**config.mk**
```make
export PLATFORM = sky130hd
export DESIGN_NAME = mem_access_ctrl
export DESIGN_NICKNAME = d
export VERILOG_FILES = /design/src/rtl/core_pkg.sv /design/src/rtl/mem_lane_align.sv /design/src/rtl/mem_access_ctrl.sv
export SDC_FILE = /design/constraint.sdc
export NUM_CORES = 1
export LEC_CHECK = 0
export BUFFER_PORTS_ARGS = -buffer_cell sky130_fd_sc_hd__buf_4
export CAP_MARGIN = 30
export CORE_ASPECT_RATIO = 2
export CORE_MARGIN = 10
export CORE_UTILIZATION = 46
export CTS_CLUSTER_SIZE = 10
export DETAILED_ROUTE_END_ITERATION = 8
export PLACE_DENSITY = 0.77
export SYNTH_ARGS = -nofsm -noshare
export SYNTH_HDL_FRONTEND = slang
export SYNTH_HIERARCHICAL = 1
export SYNTH_SLANG_ARGS = --single-unit
```
**constraint.sdc**
```tcl
create_clock -name clk -period 2.4 [get_ports clk]
set_clock_uncertainty 0.2 [all_clocks]
set_input_delay 0.12 -clock clk [delete_from_list [all_inputs] [get_ports clk]]
set_output_delay 0.12 -clock clk [all_outputs]
set_load 0.05 [all_outputs]
```
**src/rtl/core_pkg.sv**
```systemverilog
// Shared encodings for the memory stage: access widths, sequencer states, error causes.
package core_pkg;

    // funct3 encodings for load/store width and signedness
    typedef enum logic [2:0] {
        MEM_B  = 3'b000,
        MEM_H  = 3'b001,
        MEM_W  = 3'b010,
        MEM_BU = 3'b100,
        MEM_HU = 3'b101
    } mem_width_e;

    typedef enum logic [1:0] {
        IDLE = 2'b00,
        REQ  = 2'b01,
        RSP  = 2'b10
    } mem_state_e;

    localparam logic [1:0] ERR_NONE     = 2'b00;
    localparam logic [1:0] ERR_MISALIGN = 2'b01;
    localparam logic [1:0] ERR_ILLEGAL  = 2'b10;
    localparam logic [1:0] ERR_TIMEOUT  = 2'b11;

    // Unsigned widths only make sense for loads.
    function automatic logic width_legal(input logic [2:0] f3, input logic is_store);
        logic ok;
        case (f3)
            MEM_B, MEM_H, MEM_W: ok = 1'b1;
            MEM_BU, MEM_HU:      ok = ~is_store;
            default:             ok = 1'b0;
        endcase
        return ok;
    endfunction

    function automatic logic addr_misaligned(input logic [2:0] f3, input logic [1:0] lo);
        logic bad;
        case (f3)
            MEM_H, MEM_HU: bad = lo[0];
            MEM_W:         bad = (lo != 2'b00);
            default:       bad = 1'b0;
        endcase
        return bad;
    endfunction

endpackage

```
**src/rtl/mem_lane_align.sv**
```systemverilog
// Byte-lane steering: store replication/byte enables and load extraction/extension.
module mem_lane_align
    import core_pkg::*;
(
    input  logic [2:0]  i_funct3,
    input  logic [1:0]  i_addr_lo,
    input  logic [31:0] i_store_data,
    input  logic [31:0] i_load_word,
    output logic [31:0] o_store_data,
    output logic [3:0]  o_be,
    output logic [31:0] o_load_data
);

    logic [31:0] w_shifted;

    // Store side: replicate the datum into every lane it could occupy, enable only its lanes.
    always_comb begin
        o_store_data = i_store_data;
        o_be         = 4'b1111;
        case (i_funct3)
            MEM_B, MEM_BU: begin
                o_store_data = {4{i_store_data[7:0]}};
                o_be         = 4'b0001 << i_addr_lo;
            end
            MEM_H, MEM_HU: begin
                o_store_data = {2{i_store_data[15:0]}};
                o_be         = 4'b0011 << i_addr_lo;
            end
            default: ;
        endcase
    end

    // Load side: bring the addressed lane down to bit 0, then sign- or zero-extend.
    always_comb begin
        w_shifted   = i_load_word >> {i_addr_lo, 3'b000};
        o_load_data = i_load_word;
        case (i_funct3)
            MEM_B:   o_load_data = {{24{w_shifted[7]}}, w_shifted[7:0]};
            MEM_H:   o_load_data = {{16{w_shifted[15]}}, w_shifted[15:0]};
            MEM_BU:  o_load_data = {24'h0, w_shifted[7:0]};
            MEM_HU:  o_load_data = {16'h0, w_shifted[15:0]};
            default: o_load_data = i_load_word;
        endcase
    end

endmodule

```
**src/rtl/mem_access_ctrl.sv**
```systemverilog
// Memory-stage load/store sequencer: drives the dmem valid/ready bus, stalls the
// front end while an access is in flight, returns extended load data and flags errors.
module mem_access_ctrl
    import core_pkg::*;
#(
    parameter int unsigned TIMEOUT_CYCLES = 255
) (
    input  logic        clk,
    input  logic        rst_n,
    input  logic        ex_valid,
    input  logic        ex_mem_read,
    input  logic        ex_mem_write,
    input  logic [2:0]  ex_funct3,
    input  logic [31:0] ex_addr,
    input  logic [31:0] ex_wdata,
    input  logic [4:0]  ex_rd,
    output logic        stall_o,
    output logic        dmem_req_valid,
    input  logic        dmem_req_ready,
    output logic        dmem_we,
    output logic [31:0] dmem_addr,
    output logic [31:0] dmem_wdata,
    output logic [3:0]  dmem_be,
    input  logic        dmem_rsp_valid,
    input  logic [31:0] dmem_rdata,
    output logic        load_valid,
    output logic [4:0]  load_rd,
    output logic [31:0] load_data,
    output logic        err_o,
    output logic [1:0]  err_cause
);

    // Counter only ever needs to reach TIMEOUT_CYCLES-1.
    localparam int unsigned CntW = (TIMEOUT_CYCLES > 2) ? $clog2(TIMEOUT_CYCLES) : 1;
    localparam logic [CntW-1:0] CntMax =
        CntW'((TIMEOUT_CYCLES == 0) ? 0 : TIMEOUT_CYCLES - 1);

    mem_state_e     r_state, w_state_next;
    logic [31:0]    r_addr, r_wdata;
    logic [2:0]     r_funct3;
    logic [4:0]     r_rd;
    logic           r_we;
    logic [CntW-1:0] r_cnt;
    logic           r_load_valid, r_err;
    logic [4:0]     r_load_rd;
    logic [31:0]    r_load_data;
    logic [1:0]     r_err_cause;

    logic        w_start, w_illegal, w_misaligned, w_start_legal;
    logic        w_in_req, w_in_rsp, w_rsp_done, w_complete, w_timeout;
    logic        w_err_next;
    logic [1:0]  w_cause_next;
    logic [31:0] w_store_data, w_load_ext;
    logic [3:0]  w_be;

    mem_lane_align u_lane_align (
        .i_funct3     (r_funct3),
        .i_addr_lo    (r_addr[1:0]),
        .i_store_data (r_wdata),
        .i_load_word  (dmem_rdata),
        .o_store_data (w_store_data),
        .o_be         (w_be),
        .o_load_data  (w_load_ext)
    );

    // Decode the incoming request and the in-flight completion/expiry conditions.
    always_comb begin
        w_start       = (r_state == IDLE) & ex_valid & (ex_mem_read | ex_mem_write);
        w_illegal     = (ex_mem_read & ex_mem_write) | ~width_legal(ex_funct3, ex_mem_write);
        w_misaligned  = addr_misaligned(ex_funct3, ex_addr[1:0]);
        w_start_legal = w_start & ~w_illegal & ~w_misaligned;
        w_in_req      = (r_state == REQ);
        w_in_rsp      = (r_state == RSP);
        w_rsp_done    = w_in_rsp & dmem_rsp_valid;
        // A load handshake is progress, not completion; only store accept or response completes.
        w_complete    = (w_in_req & dmem_req_ready & r_we) | w_rsp_done;
        w_timeout     = (TIMEOUT_CYCLES != 0) & (w_in_req | w_in_rsp)
                        & (r_cnt == CntMax) & ~w_complete;
        w_err_next    = (w_start & (w_illegal | w_misaligned)) | w_timeout;
        if (w_start & w_illegal) begin
            w_cause_next = ERR_ILLEGAL;
        end else if (w_start & w_misaligned) begin
            w_cause_next = ERR_MISALIGN;
        end else begin
            w_cause_next = ERR_TIMEOUT;
        end
    end

    // Next-state logic for the IDLE/REQ/RSP sequencer.
    always_comb begin
        w_state_next = r_state;
        unique case (r_state)
            IDLE: begin
                if (w_start_legal) w_state_next = REQ;
            end
            REQ: begin
                if (w_timeout) begin
                    w_state_next = IDLE;
                end else if (dmem_req_ready) begin
                    w_state_next = r_we ? IDLE : RSP;
                end
            end
            RSP: begin
                if (dmem_rsp_valid || w_timeout) w_state_next = IDLE;
            end
            default: w_state_next = IDLE;
        endcase
    end

    // State register.
    always_ff @(posedge clk or negedge rst_n) begin
        if (!rst_n) begin
            r_state <= IDLE;
        end else begin
            r_state <= w_state_next;
        end
    end

    // Request capture and watchdog counter.
    always_ff @(posedge clk or negedge rst_n) begin
        if (!rst_n) begin
            r_addr   <= 32'h0;
            r_wdata  <= 32'h0;
            r_funct3 <= 3'b000;
            r_rd     <= 5'd0;
            r_we     <= 1'b0;
            r_cnt    <= '0;
        end else if (w_start_legal) begin
            r_addr   <= ex_addr;
            r_wdata  <= ex_wdata;
            r_funct3 <= ex_funct3;
            r_rd     <= ex_rd;
            r_we     <= ex_mem_write;
            r_cnt    <= '0;
        end else if (w_in_req | w_in_rsp) begin
            r_cnt    <= r_cnt + CntW'(1);
        end
    end

    // Registered result and error pulses; err_cause holds until the next error.
    always_ff @(posedge clk or negedge rst_n) begin
        if (!rst_n) begin
            r_load_valid <= 1'b0;
            r_load_rd    <= 5'd0;
            r_load_data  <= 32'h0;
            r_err        <= 1'b0;
            r_err_cause  <= ERR_NONE;
        end else begin
            r_load_valid <= w_rsp_done;
            r_err        <= w_err_next;
            if (w_rsp_done) begin
                r_load_rd   <= r_rd;
                r_load_data <= w_load_ext;
            end
            if (w_err_next) r_err_cause <= w_cause_next;
        end
    end

    // Bus and pipeline-facing outputs.
    always_comb begin
        stall_o        = w_start_legal | (w_in_req & ~(dmem_req_ready & r_we))
                         | (w_in_rsp & ~dmem_rsp_valid);
        dmem_req_valid = w_in_req;
        dmem_we        = w_in_req & r_we;
        dmem_addr      = {r_addr[31:2], 2'b00};
        dmem_wdata     = w_store_data;
        dmem_be        = w_in_req ? w_be : 4'b0000;
        load_valid     = r_load_valid;
        load_rd        = r_load_rd;
        load_data      = r_load_data;
        err_o          = r_err;
        err_cause      = r_err_cause;
    end

endmodule

```
==> summary.txt, run 1 <==
Outcome = complete, no violations
Slew Viols, Final = 0
Hold depth = 4
Latest clock arrival within the worst-skew pair = 400 ps
Tcrit/Tclk final = 0.998
Worst R2R End = r_state[0]$_DFFE_PN0P_
Layout fillers = 994
Starting DRT DRC Count = 205
Post-synthesis sequential area ratio = 0.473
Clk sinks = 124
Clock group share of total power = 0.162
Area occupied by multi-input gates = 0.00291 mm2
Initial Util = 0.469
Buffers & Inverters on Critical Path = 2
Share of flip-flops with an asynchronous set or reset = 1.00
I/O pin cnt = 223
Switch share = 0.490
CTS clk-pin slew, worst paths = 60 ps
Die area = 0.0197 mm2
Final non-filler cell total = 1035
Worst-Margin Slew = 681 ps
Largest net degree at the start of global routing = 125
Layout area overhead = 49.6%
CTS Buffer Depth = 2
Overflow after GRT = 0
Die Ht = 189 um
Chip width = 104 um
Vias in the first global route = 6083
Worst Hold Path EP = load_data[28]$_DFFE_PN0P_
Total GRT Usage = 0.210
Antenna violations before repair = 5
Critical path fanouts, max = 4
Peak VDD IR = 1.22 mV
Most frequent cells in the layout = buf_4, mux2_2, dfrtp_1
WP data required = 2490 ps
RD Place Congestion = 0.886
Flop-to-flop setup slack = 6 ps
I/O Buffers = 220
Int Pwr = 8.14 mW
Maxcap violations = 0
CTS Buf Count = 17
LEAKAGE = 4.60 nW
Post-Place Cells = 891
R2R Path Start = r_state[0]$_DFFE_PN0P_
Yosys reg bits = 124
Avg WL per Cell = 20.7 um
Path depth of the worst reg2reg path = 7
Number of synthesized flops with an enable pin = 0
Commonest non-fill, non-tap cell in the layout = buf_4
End-of-flow core utilization = 0.702
HP Start = dmem_rdata[28]
Post-synthesis cell count = 540
Max transition margin = 0.546
H-Tree Level Count = 4
# rows = 61
CTS tree = built
Hold crit path type = input pin to flip-flop
Crit-path leading delay family = compound AO/OA/AOI/OAI gates
First-pass GRT wire length = 32900 um
Top_reg_cell synth = dfrtp_1
Comb power frac = 0.591
Via count = 5493
Flop pwr share = 0.247
Sequential cell area = 0.00311 mm2
CORE AREA = 0.0140 mm2
Nets = 944
CTS root buffer = clkbuf_16
Cell area after layout = 0.00981 mm2
Routed Antenna Nets = 0
DRC violations left = 0
CP cell instances = inv_2 > ha_4 > o211ai_1 > or3_4 > buf_4 > a221oi_4 > mux2_4
Layout cells sized above 1 = 0.512
CP max stage cell = or3_4
Final Critical Period = 2390 ps
Final HPWL DP = 14700 um
Post-Syn Area = 0.00656 mm2
Peak Freq = 418 MHz
Syn avg cell area = 12.1 um2
Setup crit end kind = flip-flop
Vias/cell = 5.31
Final Hold Fails = 0
Area post-placement = 0.00807 mm2
Crit path DAT = 2490 ps
Final setup violation count = 0
NetSw = 7.83 mW
Slowest cell delay on critical path = 450 ps
PD cells = 1630 mW/mm2
CP Class = flip-flop to flip-flop
Yosys warns = 6
Total Wirelength = 21400 um
Worst Setup Start Kind = flip-flop
DR pass1 iterations = 7
Synth cell types = 52
## cells by family (layout without fill, tap and decap cells)
logic type | after synthesis | in the layout | share of synthesized area
xor+xnor | 7 | 7 | 0.00935
simple gates | 79 | 79 | 0.0603
mux | 153 | 153 | 0.260
fa+ha+maj | 6 | 6 | 0.0114
buf+inv | 89 | 388 | 0.0891
flops | 124 | 124 | 0.473
other cells | 1 | 8 | 0.000572
compound gates | 81 | 81 | 0.0964
## per-stage QoR
step	setup WS [ps]	TNS [ps]	hold WS, ps	total power [mW]
after floorplan	71.8	0	-376	10.8
after global placement	91.8	0	67.2	12.9
after detailed placement	-88.3	-88.3	75.2	13.1
after CTS	7.11	0	0.863	16.0
after global routing	-72.0	-137	10.4	16.7
final	5.83	0	7.97	16.0
## synthesized netlist by cell type (all sizes together), types with 4 or more instances
cell type,number,share of area
buf,57,0.060
a22oi,11,0.013
o31ai,9,0.010
o21ai,22,0.017
dfrtp,124,0.47
nor2,17,0.010
mux2,134,0.23
xnor2,4,0.0053
a2bb2oi,4,0.0053
ha,6,0.011
mux2i,19,0.029
nand2,30,0.018
inv,15,0.0086
o221ai,8,0.012
nand3,4,0.0031
clkbuf,17,0.020
and2b,4,0.0050
and2,6,0.0057
o211a,9,0.014
o32ai,7,0.010
## registers in the layout, indices dropped and copies added (netlist names)
| signal | count |
|---|---|
| r_wdata | 32 |
| r_we | 1 |
| err_o | 1 |
| r_funct3 | 3 |
| r_cnt | 8 |
| r_rd | 5 |
| r_state | 2 |
| err_cause | 2 |
| load_valid | 1 |
| r_addr | 32 |
| load_rd | 5 |
| load_data | 32 |
## power groups by stage
stage / sequential (mW) / combinational [mW] / clock (mW)
floorplan: 4.71 / 6.07 / 0
global placement: 3.86 / 9.04 / 0
detailed placement: 3.94 / 9.18 / 0
CTS: 3.91 / 9.40 / 2.64
global route: 4.07 / 9.89 / 2.75
finish: 3.94 / 9.44 / 2.58
## routing by layer
layer / wire length (um) / GRT usage / vias up / share of wire
li1: - / - / 2481 / -
met1: 7050 / 0.200 / 2677 / 0.33
met2: 11900 / 0.384 / 267 / 0.55
met3: 1400 / 0.0599 / 68 / 0.065
met4: 1100 / 0.132 / 0 / 0.051
met5: 0 / 0 / - / 0
## layout make-up
| cell class | count | share of cell area |
|---|---|---|
| Sequential cell | 124 | 0.317 |
| Multi-Input combinational cell | 328 | 0.297 |
| Timing Repair Buffer | 340 | 0.293 |
| Clock buffer | 18 | 0.0448 |
| Tap cell | 189 | 0.0241 |
| Clock inverter | 14 | 0.0162 |
| Inverter | 15 | 0.00612 |
| Antenna cell | 6 | 0.00153 |
| Timing Repair inverter | 1 | 0.000510 |
## how the worst max path moves through the flow
stage                        endpoint                     from  slack, ps  cells after the start
3_3_place_gp   r_state[0]$_DFFE_PN0P_   r_state[0]$_DFFE_PN0P_         90                      8
4_1_cts                       stall_o   r_state[0]$_DFFE_PN0P_          7                      7
5_1_grt                       stall_o   r_state[0]$_DFFE_PN0P_        -70                      7
6_report       r_state[0]$_DFFE_PN0P_   r_state[0]$_DFFE_PN0P_          6                      7
2_1_floorplan          dmem_wdata[25]  r_funct3[0]$_DFFE_PN0N_         70                      4
3_5_place_dp   r_state[0]$_DFFE_PN0P_   r_state[0]$_DFFE_PN0P_        -90                      8
## worst reg2reg max path, cell delays in order (launching register included)
cell	delay [ps]
dfrtp_1	410
inv_2	110
ha_4	150
o211ai_1	140
or3_4	460
buf_4	160
a221oi_4	330
mux2_4	330
## repair_timing
item,4_1_cts,5_1_grt
pin swaps,2,3
hold endpoints to repair,226,0
buffers inserted,0,3
gates cloned,0,2
hold buffers,101,0
endpoints found under the setup margin,3,45
gates resized for setup,13,4
(Power assumes the default switching activity.)
==> run 2, diff against run 1 <==
ABC_AREA = 1   (was not set)
BUFFER_PORTS_ARGS = -buffer_cell sky130_fd_sc_hd__buf_2   (was -buffer_cell sky130_fd_sc_hd__buf_4)
==> run 2 against run 1 <==
Synthesized cell count grew 63%. Clock-buffer cell count up 2. Clock power is 4% higher. Area after synthesis increased by 1.6%. Cell area fell by 3.0%. Power fell by 6.6%. Largest power group unchanged. Final cell count up 34%. Sequential power shrank 4%. Via count is 29% higher. Wire length up 13%.
==> summary.txt, run 2 <==
Outcome = complete, no violations
Post-synth top cells = nand2_1, dfrtp_1, o21ai_0, inv_1, nand3_1
Worst-Margin Slew = 614 ps (-66.9 ps)
Post-synthesis sequential area ratio = 0.466 (-0.00764)
Cell area after layout = 0.00951 mm2 (-3.0%)
CORE AREA = 0.0143 mm2 (+2.2%)
Largest net degree at the start of global routing = 55 (-56%)
CP cell instances = buf_4 > nand2_1 > o21ai_1 > a22oi_1 > dlygate4sd3_1 > nand2_1 > nand2_1
Metal-1 WL = 8490 um (+20%)
Critical path fanouts, max = 22 (+18)
Number of synthesized flops with an enable pin = 0 (unchanged)
Yosys warns = 6 (unchanged)
Starting DRT DRC Count = 405 (+98%)
Layout area overhead = 42.7%
# rows = 62 (+1.6%)
CP max stage cell = dlygate4sd3_1
Crit path launch = r_addr[0]$_DFFE_PN0N_
Worst R2R End = load_data[3]$_DFFE_PN0P_
Routed Antenna Nets = 0 (unchanged)
CTS tree = built
Slew Viols, Final = 0 (unchanged)
CTS root buffer = clkbuf_16
Worst Setup Start Kind = flip-flop
Total GRT Usage = 0.241 (+0.0312)
I/O pin cnt = 223 (unchanged)
Routed length on met2 = 12700 um (+7.3%)
Vias in the first global route = 7373 (+21%)
Overflow after GRT = 0 (unchanged)
CTS Buffer Depth = 2 (unchanged)
Total Wirelength = 24100 um (+13%)
Maxcap violations = 0 (unchanged)
Share of flip-flops with an asynchronous set or reset = 1.00 (unchanged)
Top cells by area, synth = dfrtp_1, nand2_1, o21ai_0
Most used cell, CP = nand2_1
WL met3 = 1630 um (+17%)
Die area = 0.0200 mm2 (+1.4%)
DR pass1 iterations = 5 (-2)
Final Critical Period = 2310 ps (-82.2 ps)
LEAKAGE = 5.20 nW (+13%)
CP Class = flip-flop to flip-flop
Peak VDD IR = 0.735 mV (-40%)
Setup TNS = 0 ps (unchanged)
First-pass GRT wire length = 38500 um (+17%)
Chip width = 105 um (+0.66%)
Most frequent cells in the layout = nand2_1, buf_2, dfrtp_1
Layout cells sized above 1 = 0.256 (-0.256)
Post-synthesis cell count = 881 (+63%)
Flop-to-flop setup slack = 90 ps (+80 ps)
RSZ-0062 raised after global routing = false
CTS clk-pin slew, worst paths = 60 ps (about the same)
Clk sinks = 124 (unchanged)
Crit path DAT = 2420 ps (-70 ps)
Slowest cell delay on critical path = 590 ps (+140 ps)
Yosys reg bits = 124 (unchanged)
Crit path to = load_data[3]$_DFFE_PN0P_
R2R Path Start = r_addr[0]$_DFFE_PN0N_
Synth cell types = 38 (-27%)
Hold Worst Slack = 57.9 ps (+49.9 ps)
Initial Util = 0.467 (-0.00254)
H-Tree Level Count = 4 (unchanged)
Final setup violation count = 0 (unchanged)
Peak Freq = 433 MHz (+3.6%)
Antenna violations before repair = 2 (-3)
Commonest non-fill, non-tap cell in the layout = nand2_1
Yosys top cell area share = 0.466 (-0.00764)
Total design power = 14.9 mW (-6.6%)
Hold crit path type = input pin to async pin
Tcrit/Tclk final = 0.963 (-0.0343)
Nets = 1294 (+37%)
Post-Place Cells = 1228 (+38%)
Via count = 7068 (+29%)
Syn avg cell area = 7.57 um2 (-38%)
Final non-filler cell total = 1385 (+34%)
CTS Buf Count = 17 (unchanged)
Top_reg_cell synth = dfrtp_1
Latest clock arrival within the worst-skew pair = 420 ps (+20 ps)
Uppermost layer routed = met4
Area post-placement = 0.00767 mm2 (-4.9%)
DRC violations left = 0 (unchanged)
RD Place Congestion = 0.965 (+8.9%)
Final HPWL DP = 15600 um (+6.3%)
Vias/cell = 5.10 (-3.8%)
Setup crit end kind = flip-flop
Max transition margin = 0.589 (+0.0431)
Path depth of the worst reg2reg path = 7 (unchanged)
Die Ht = 190 um (+0.73%)
Avg WL per Cell = 17.4 um (-16%)
Most frequent cell after synthesis = nand2_1
WP data required = 2510 ps (+20 ps)
Post-Syn Area = 0.00667 mm2 (+1.6%)
PD cells = 1570 mW/mm2 (-3.6%)
Final Hold Fails = 0 (unchanged)
Area leader, netlist = dfrtp_1
I/O Buffers = 220 (unchanged)
-- run 2: changes by cell type in the layout (fill, tap and decap cells not counted), sizes merged, moves of 14 or more --
cell and change:
dlygate4sd3 +17, nand3 +53, inv +29, mux2 -134
mux2i -19, o21ai +72, nor2 +14, nand2 +358
-- run 2: through the flow --
stage	utilization	setup WS, ps
final	0.666	88.0
after global routing	0.666	2.15
after CTS	0.663	24.3
after detailed placement	0.537	273
after global placement	0.537	359
after floorplan	-	107
-- run 2: power by group --
group	total [mW]	switching (mW)	internal [mW]
logic	8.44	6.30	2.13
registers	3.80	0.704	3.10
clock network	2.68	0.952	1.73
-- run 2: routing by layer --
| layer | global-route usage | up-vias |
|---|---|---|
| met3 | 0.0684 | 87 |
| met1 | 0.241 | 3286 |
| met2 | 0.429 | 342 |
| met4 | 0.150 | 0 |
| li1 | - | 3353 |
| met5 | 0 | - |
-- run 2: cell families after synthesis --
group,share of synthesized area
xor gates and xnor gates,0.00526
adders and majority gates,0.0113
DFF,0.466
other,0.000563
buffers and inverters,0.112
and+or+nand+nor,0.309
AOI/OAI and AO/OA,0.0969
-- run 2: how the worst min path moves through the flow --
stage / slack, ps / to / cells past startpoint
floorplan: -380 / err_cause[0]$_DFFE_PN0P_ / 0
global placement: -40 / r_wdata[7]$_DFFE_PN0N_ / 1
detailed placement: -30 / r_wdata[28]$_DFFE_PN0N_ / 1
CTS: 60 / load_data[7]$_DFFE_PN0P_ / 2
global route: 120 / load_data[7]$_DFFE_PN0P_ / 2
finish: 60 / load_data[7]$_DFFE_PN0P_ / 2
-- run 2: final cells by class --
cell class              instances  area (um2)
fillers                      1144        4760
clock buffers                  20         437
multi-input cells             621        2820
diodes                          3        7.51
inverters                      50         190
repair buffers                363        2530
flip-flops and latches        124        3110
clock inverters                12         171
well taps                     192         240
-- run 2: worst max-delay path: cells and delay by family (launching register included) --
kind                   cells  cell delay, ps
buffers and inverters      2             860
AND/OR/NAND/NOR            3             390
AO/OA/AOI/OAI              2             350
flip-flops                 1             390
-- run 2: what timing repair did --
action | CTS | global route
hold endpoints to repair | 195 | 0
cloned | 0 | 0
endpoints found under the setup margin | 2 | 8
hold buffers | 118 | 0
buffers inserted | 0 | 4
gates resized for setup | 1 | 6
